File: config.mk
export PLATFORM = sky130hd
export DESIGN_NAME = vga_timing_gen_flat
export DESIGN_NICKNAME = d
export VERILOG_FILES = /design/src/rtl/vga_pkg.sv /design/src/rtl/vga_timing_gen_if.sv /design/src/rtl/vga_counter.sv /design/src/rtl/vga_timing_gen.sv /design/src/flat_wrapper.sv
export SDC_FILE = /design/constraint.sdc
export NUM_CORES = 1
export LEC_CHECK = 0
export ABC_CLOCK_PERIOD_IN_PS = 2950
export CORE_ASPECT_RATIO = 0.8
export CORE_MARGIN = 5
export CORE_UTILIZATION = 60
export CTS_CLUSTER_SIZE = 25
export DETAILED_ROUTE_END_ITERATION = 16
export DONT_BUFFER_PORTS = 1
export PLACE_DENSITY = 0.76
export SETUP_SLACK_MARGIN = 0.3
export SLEW_MARGIN = 20
export SYNTH_ARGS = -nofsm -noshare
export SYNTH_HDL_FRONTEND = slang
export SYNTH_SLANG_ARGS = --single-unit
export TNS_END_PERCENT = 1
File: constraint.sdc
create_clock -name clk -period 2.95 [get_ports clk]
set_input_delay 0.4425 -clock clk [delete_from_list [all_inputs] [get_ports clk]]
set_output_delay 0.4425 -clock clk [all_outputs]
set_load 0.03 [all_outputs]
File: src/rtl/vga_pkg.sv
// VGA raster constants: default 640x480@60 geometry, total/sync derivations, colour codes.
// Pure definitions; no timing or flow control of its own.
package vga_pkg;

    localparam int DEF_H_VISIBLE = 640;
    localparam int DEF_H_FRONT   = 16;
    localparam int DEF_H_SYNC    = 96;
    localparam int DEF_H_BACK    = 48;
    localparam int DEF_V_VISIBLE = 480;
    localparam int DEF_V_FRONT   = 10;
    localparam int DEF_V_SYNC    = 2;
    localparam int DEF_V_BACK    = 33;

    function automatic int axis_total(input int vis, input int front, input int sync, input int back);
        return vis + front + sync + back;
    endfunction

    function automatic int sync_start(input int vis, input int front);
        return vis + front;
    endfunction

    function automatic int sync_end(input int vis, input int front, input int sync);
        return vis + front + sync;
    endfunction

    localparam int H_TOTAL  = axis_total(DEF_H_VISIBLE, DEF_H_FRONT, DEF_H_SYNC, DEF_H_BACK);
    localparam int V_TOTAL  = axis_total(DEF_V_VISIBLE, DEF_V_FRONT, DEF_V_SYNC, DEF_V_BACK);
    localparam int HS_START = sync_start(DEF_H_VISIBLE, DEF_H_FRONT);
    localparam int HS_END   = sync_end(DEF_H_VISIBLE, DEF_H_FRONT, DEF_H_SYNC);
    localparam int VS_START = sync_start(DEF_V_VISIBLE, DEF_V_FRONT);
    localparam int VS_END   = sync_end(DEF_V_VISIBLE, DEF_V_FRONT, DEF_V_SYNC);

    typedef enum logic [2:0] {
        COL_BG      = 3'b000,
        COL_PADDLE2 = 3'b001,
        COL_BORDER  = 3'b010,
        COL_PADDLE1 = 3'b100,
        COL_BALL    = 3'b111
    } colour_t;

endpackage

File: src/rtl/vga_timing_gen_if.sv
// Raster interface between the timing generator (master) and the object blocks (slave).
// Object bits must be valid one clk after pixel/line change; no backpressure.
interface vga_timing_gen_if;
    logic [9:0] pixel;
    logic [8:0] line;
    logic       PaddleRaster;
    logic       Paddle2Raster;
    logic       BallRaster;

    modport master (output pixel, output line,
                    input PaddleRaster, input Paddle2Raster, input BallRaster);
    modport slave  (input pixel, input line,
                    output PaddleRaster, output Paddle2Raster, output BallRaster);
endinterface

File: src/rtl/vga_counter.sv
// Pixel-clock divider plus horizontal/vertical raster counters.
// Counters step on the clk edge where tick is high; free-running, no backpressure.
module vga_counter #(
    parameter int CLK_DIV = 2,
    parameter int H_TOTAL = 800,
    parameter int V_TOTAL = 525
) (
    input  logic       clk,
    input  logic       reset,
    output logic       tick,
    output logic [9:0] hcnt,
    output logic [9:0] vcnt,
    output logic       frame_wrap
);
    localparam int            DW       = $clog2(CLK_DIV);
    localparam logic [DW-1:0] DIV_LAST = DW'(CLK_DIV - 1);
    localparam logic [9:0]    H_LAST   = 10'(H_TOTAL - 1);
    localparam logic [9:0]    V_LAST   = 10'(V_TOTAL - 1);

    logic [DW-1:0] div;
    logic          h_wrap;
    logic          v_wrap;

    assign tick       = (div == DIV_LAST);
    assign h_wrap     = (hcnt == H_LAST);
    assign v_wrap     = (vcnt == V_LAST);
    assign frame_wrap = tick && h_wrap && v_wrap;

    always_ff @(posedge clk or negedge reset) begin
        if (!reset) begin
            div  <= '0;
            hcnt <= '0;
            vcnt <= '0;
        end else begin
            div <= tick ? '0 : div + 1'b1;
            if (tick) begin
                hcnt <= h_wrap ? '0 : hcnt + 10'd1;
                if (h_wrap) begin
                    vcnt <= v_wrap ? '0 : vcnt + 10'd1;
                end
            end
        end
    end
endmodule

File: src/rtl/vga_timing_gen.sv
// VGA timing generator and colour composer; VGA_BORDER_EN adds a green frame border.
// HSync/VSync/Rgb trail pixel by one pixel period; free-running, no backpressure.
module vga_timing_gen
    import vga_pkg::*;
#(
    parameter int CLK_DIV   = 2,
    parameter int H_VISIBLE = DEF_H_VISIBLE,
    parameter int H_FRONT   = DEF_H_FRONT,
    parameter int H_SYNC    = DEF_H_SYNC,
    parameter int H_BACK    = DEF_H_BACK,
    parameter int V_VISIBLE = DEF_V_VISIBLE,
    parameter int V_FRONT   = DEF_V_FRONT,
    parameter int V_SYNC    = DEF_V_SYNC,
    parameter int V_BACK    = DEF_V_BACK
) (
    input  logic                    clk,
    input  logic                    reset,
    vga_timing_gen_if.master        raster,
    output logic                    HSync,
    output logic                    VSync,
    output logic [2:0]              Rgb,
    output logic                    FrameTick
);
    localparam int         H_TOT    = axis_total(H_VISIBLE, H_FRONT, H_SYNC, H_BACK);
    localparam int         V_TOT    = axis_total(V_VISIBLE, V_FRONT, V_SYNC, V_BACK);
    localparam logic [9:0] H_VIS_C  = 10'(H_VISIBLE);
    localparam logic [9:0] V_VIS_C  = 10'(V_VISIBLE);
    localparam logic [9:0] HS_S_C   = 10'(sync_start(H_VISIBLE, H_FRONT));
    localparam logic [9:0] HS_E_C   = 10'(sync_end(H_VISIBLE, H_FRONT, H_SYNC));
    localparam logic [9:0] VS_S_C   = 10'(sync_start(V_VISIBLE, V_FRONT));
    localparam logic [9:0] VS_E_C   = 10'(sync_end(V_VISIBLE, V_FRONT, V_SYNC));

    logic       tick;
    logic       frame_wrap;
    logic [9:0] hcnt;
    logic [9:0] vcnt;
    logic       visible;
    logic [2:0] colour;

    vga_counter #(
        .CLK_DIV (CLK_DIV),
        .H_TOTAL (H_TOT),
        .V_TOTAL (V_TOT)
    ) u_counter (
        .clk        (clk),
        .reset      (reset),
        .tick       (tick),
        .hcnt       (hcnt),
        .vcnt       (vcnt),
        .frame_wrap (frame_wrap)
    );

    // 511 lies outside every object's vertical range, so blanking lines never light an object.
    assign raster.pixel = hcnt;
    assign raster.line  = (vcnt < V_VIS_C) ? vcnt[8:0] : 9'd511;

    assign visible = (hcnt < H_VIS_C) && (vcnt < V_VIS_C);

    always_comb begin
        colour = COL_BG;
`ifdef VGA_BORDER_EN
        if (hcnt == 10'd0 || hcnt == H_VIS_C - 10'd1 ||
            vcnt == 10'd0 || vcnt == V_VIS_C - 10'd1) begin
            colour = COL_BORDER;
        end
`endif
        if (raster.Paddle2Raster) colour = COL_PADDLE2;
        if (raster.PaddleRaster)  colour = COL_PADDLE1;
        if (raster.BallRaster)    colour = COL_BALL;
        if (!visible)             colour = COL_BG;
    end

    // Sync and colour are both computed from the pre-tick counter state so they stay aligned.
    always_ff @(posedge clk or negedge reset) begin
        if (!reset) begin
            HSync     <= 1'b1;
            VSync     <= 1'b1;
            Rgb       <= 3'b000;
            FrameTick <= 1'b0;
        end else begin
            FrameTick <= frame_wrap;
            if (tick) begin
                HSync <= !((hcnt >= HS_S_C) && (hcnt < HS_E_C));
                VSync <= !((vcnt >= VS_S_C) && (vcnt < VS_E_C));
                Rgb   <= colour;
            end
        end
    end
endmodule
File: src/flat_wrapper.sv
// flat-port wrapper written by rule: the top's interface ports become plain ports
module vga_timing_gen_flat import vga_pkg::*;
#(
    parameter int CLK_DIV   = 2,
    parameter int H_VISIBLE = DEF_H_VISIBLE,
    parameter int H_FRONT   = DEF_H_FRONT,
    parameter int H_SYNC    = DEF_H_SYNC,
    parameter int H_BACK    = DEF_H_BACK,
    parameter int V_VISIBLE = DEF_V_VISIBLE,
    parameter int V_FRONT   = DEF_V_FRONT,
    parameter int V_SYNC    = DEF_V_SYNC,
    parameter int V_BACK    = DEF_V_BACK
)
  (clk, reset, HSync, VSync, Rgb, FrameTick, raster_pixel, raster_line, raster_PaddleRaster, raster_Paddle2Raster, raster_BallRaster);
  vga_timing_gen_if raster_i ();
  input  logic clk;
  input  logic reset;
  output logic HSync;
  output logic VSync;
  output logic [2:0] Rgb;
  output logic FrameTick;
  output wire logic [$bits(raster_i.pixel)-1:0] raster_pixel;
  output wire logic [$bits(raster_i.line)-1:0] raster_line;
  input wire logic [$bits(raster_i.PaddleRaster)-1:0] raster_PaddleRaster;
  input wire logic [$bits(raster_i.Paddle2Raster)-1:0] raster_Paddle2Raster;
  input wire logic [$bits(raster_i.BallRaster)-1:0] raster_BallRaster;
  assign raster_pixel = raster_i.pixel;
  assign raster_line = raster_i.line;
  assign raster_i.PaddleRaster = raster_PaddleRaster;
  assign raster_i.Paddle2Raster = raster_Paddle2Raster;
  assign raster_i.BallRaster = raster_BallRaster;
  vga_timing_gen #(.CLK_DIV(CLK_DIV), .H_VISIBLE(H_VISIBLE), .H_FRONT(H_FRONT), .H_SYNC(H_SYNC), .H_BACK(H_BACK), .V_VISIBLE(V_VISIBLE), .V_FRONT(V_FRONT), .V_SYNC(V_SYNC), .V_BACK(V_BACK)) u_core (.clk(clk), .reset(reset), .raster(raster_i), .HSync(HSync), .VSync(VSync), .Rgb(Rgb), .FrameTick(FrameTick));
endmodule
==> impl_metrics.toml <==
[cts]
h-tree-depth = 1
cts_sinks = 27
cts_buffers = 3
clk_pin_slew_worst_paths_ns = 0.14
ctsResizeCount = 0
post_cts_buffers = 0
cts_buffer_depth = 2
root_buffer = "clkbuf_4"
cts_tree = "done"
insertion_delay_ns = 0.32

[setup_path]
cp_max_fo = 8
cp_cell_sequence = "ha_1 > nand4_4 > or4_4 > or3_1 > a21oi_1"
cp.required_ns = 3.20
critical-path-max-stage-delay_ns = 0.60
reg2reg_depth = 5
cp-end-kind = "register"
critPathArrivalTime_ns = 2.44
startpoint_type = "register"
critPathKind = "reg -> reg"
cp_slowest_cell = "or4_4"

[sta]
drv_slew = 0
maxSlewHeadroom = 0.5828
fin_skew_ns = 0.009636
fin_crit_sh = 0.7429
worstMarginPinSlew_ns = 0.6210
fmax_mhz = 456.3
whs_ns = 0.2164
min_period_ns = 2.192
rsz0062_at_grt = "false"
setup_slack_ns = 0.7583
hold_viol = 0
setup_tns_ns = 0
setup_viol = 0

[placement]
port_buffers = 0
hpwl_mm = 2.030
gp_congestion = 0.7895
dp_cells = 163
dp_slack_ns = 0.7895
placed_cell_area_um2 = 1444

[detailed_routing]
detail-route-antenna-nets = 0
wirelength_mm = 2.735
drc = 0
drt-vias-per-instance = 6.142
vias = 1038
first_iter_violations = 61
avgRoutedWirePerCell_um = 16.18
drtPass1Iterations = 4

[power_and_ir_drop]
peakVddDrop_mv = 0.2159
p_total_mw = 0.5463
p_leak_nw = 0.6863
powerDensity_nw_per_um2 = 363.9

[floorplan]
num_io_pins = 30
core_area_um2 = 2215
rows = 15
start_util = 0.6452
dieArea_um2 = 3464
fp.dieW_um = 64.56
die_h_um = 53.65

[logic_synthesis]
synthFlopType = "dfrtp_1"
synth_nets = 150
async_flop_share = 1.000
avgSynthCellArea_um2 = 10.13
ys_seq_area_frac = 0.4746
synth_cells = 141
synth_edf_count = 0
synth_area_um2 = 1429
synth_seq_cells = 27
synth_cell_types = 38
yosysWarnings = 0

[global_routing]
grt_pass1_vias = 945
track_usage = 0.1789
overflow = 0
grt_max_degree = 28
grt_pass1_wl_mm = 4.560
antenna_found_initial = 0

[finish]
drive_gt1_frac = 0.1250
final_util = 0.6780
nFillCells = 173
fin_cells = 169
antennaDiodeCount = 0
final_net_count = 154
area_growth_pct = 5.079
stdcell_area_um2 = 1501

[worst_hold_path]
hp-class = "in -> reg"
hold_depth = 2

[run]
maxCapViolCount = 0

[run_status]
outcome = "complete, no violations"
==> path summary, 6_finish.rpt <==
| path | from | slack (ns) | endpoint |
|---|---|---|---|
| min in group asynchronous | reset | 0.54 | u_core.u_counter.vcnt[7] |
| worst min-delay path | raster_BallRaster | 0.22 | u_core.Rgb[1] |
| max in group asynchronous | reset | 2.18 | u_core.HSync |
| worst max register to register | u_core.u_counter.hcnt[1] | 0.76 | u_core.u_counter.vcnt[9] |
| worst min register to register | u_core.u_counter.vcnt[8] | 0.56 | u_core.u_counter.vcnt[8] |
| worst max-delay path | u_core.u_counter.hcnt[1] | 0.76 | u_core.u_counter.vcnt[9] |
==> area by class of cell <==
cell class / count / area, µm² / share of cell area
clock buffer: 3 / 22.52 / 0.01500
clock inverter: 1 / 5.005 / 0.003333
inverter: 10 / 37.54 / 0.02500
multi-input combinational: 100 / 689.4 / 0.4592
sequential: 27 / 678.2 / 0.4517
tap: 25 / 31.28 / 0.02083
timing repair buffer: 3 / 37.54 / 0.02500
==> placed cells by master (no fill, tap or decap), types with 3 or more instances in the layout <==
master / synthesis / layout
a21oi_1: 5 / 5
clkbuf_4: 0 / 3
dfrtp_1: 25 / 25
ha_1: 4 / 4
inv_1: 10 / 10
nand2_1: 6 / 6
nand3_1: 8 / 8
nand4_1: 6 / 6
nor2_1: 11 / 11
nor3_1: 5 / 5
nor4_1: 4 / 4
o21ai_0: 6 / 6
o2bb2ai_1: 3 / 3
or2_2: 5 / 5
or3_1: 4 / 4
xnor2_1: 9 / 9
xor2_1: 4 / 4
==> registers in the layout, summed over array words and instances (netlist names) <==
name                   count
u_core.u_counter.tick      1
u_core.u_counter.hcnt     10
u_core.Rgb                 3
u_core.VSync               1
u_core.HSync               1
u_core.u_counter.vcnt     10
u_core.FrameTick           1
==> power by group <==
part,internal [mW],switching (mW)
Combinational,0.00490,0.00853
Clock,0.0508,0.103
Sequential,0.372,0.00643
Total,0.428,0.118
==> layer usage <==
| layer | part of all wire | GRT usage | up-vias | wire length (µm) |
|---|---|---|---|---|
| li1 | - | - | 509 | - |
| met3 | 0.062 | 0.06681 | 2 | 169 |
| met2 | 0.44 | 0.2757 | 26 | 1217 |
| met1 | 0.49 | 0.2417 | 501 | 1331 |
| met5 | 0 | 0 | - | 0 |
| met4 | 0.0062 | 0.04211 | 0 | 17 |
==> critical path, delay by kind of cell (launching register included) <==
family,cells,cell delay (ns)
fa+ha+maj,1,0.32
compound gates,1,0.14
simple gates,3,1.07
flops,1,0.59
==> cell families (layout without fill, tap and decap cells) <==
logic type                 after synthesis  count (layout)  share of synthesized area
AOI/OAI and AO/OA                       17              17                    0.07269
xor gates and xnor gates                13              13                    0.07969
adders and majority gates                4               4                    0.03503
buffers and inverters                   14              17                    0.04291
DFF                                     27              27                     0.4746
muxes                                    1               1                   0.007006
and+or+nand+nor                         65              65                     0.2881
==> synth_stat cells, types with 4 or more instances <==
cell	count	share of area
dfrtp_1	25	0.44
or3_1	4	0.018
a21oi_1	5	0.018
nor3_1	5	0.018
o21ai_0	6	0.021
or2_2	5	0.022
nand2_1	6	0.016
xor2_1	4	0.025
nand4_1	6	0.026
nor4_1	4	0.018
nand3_1	8	0.028
inv_1	10	0.026
nor2_1	11	0.029
ha_1	4	0.035
xnor2_1	9	0.055
==> timing repair <==
action,in CTS,in global routing
endpoints found under the hold margin,27,0
setup endpoints to repair,0,0
hold buffers,2,0
No activity file was read; power rests on OpenSTA's default activity.
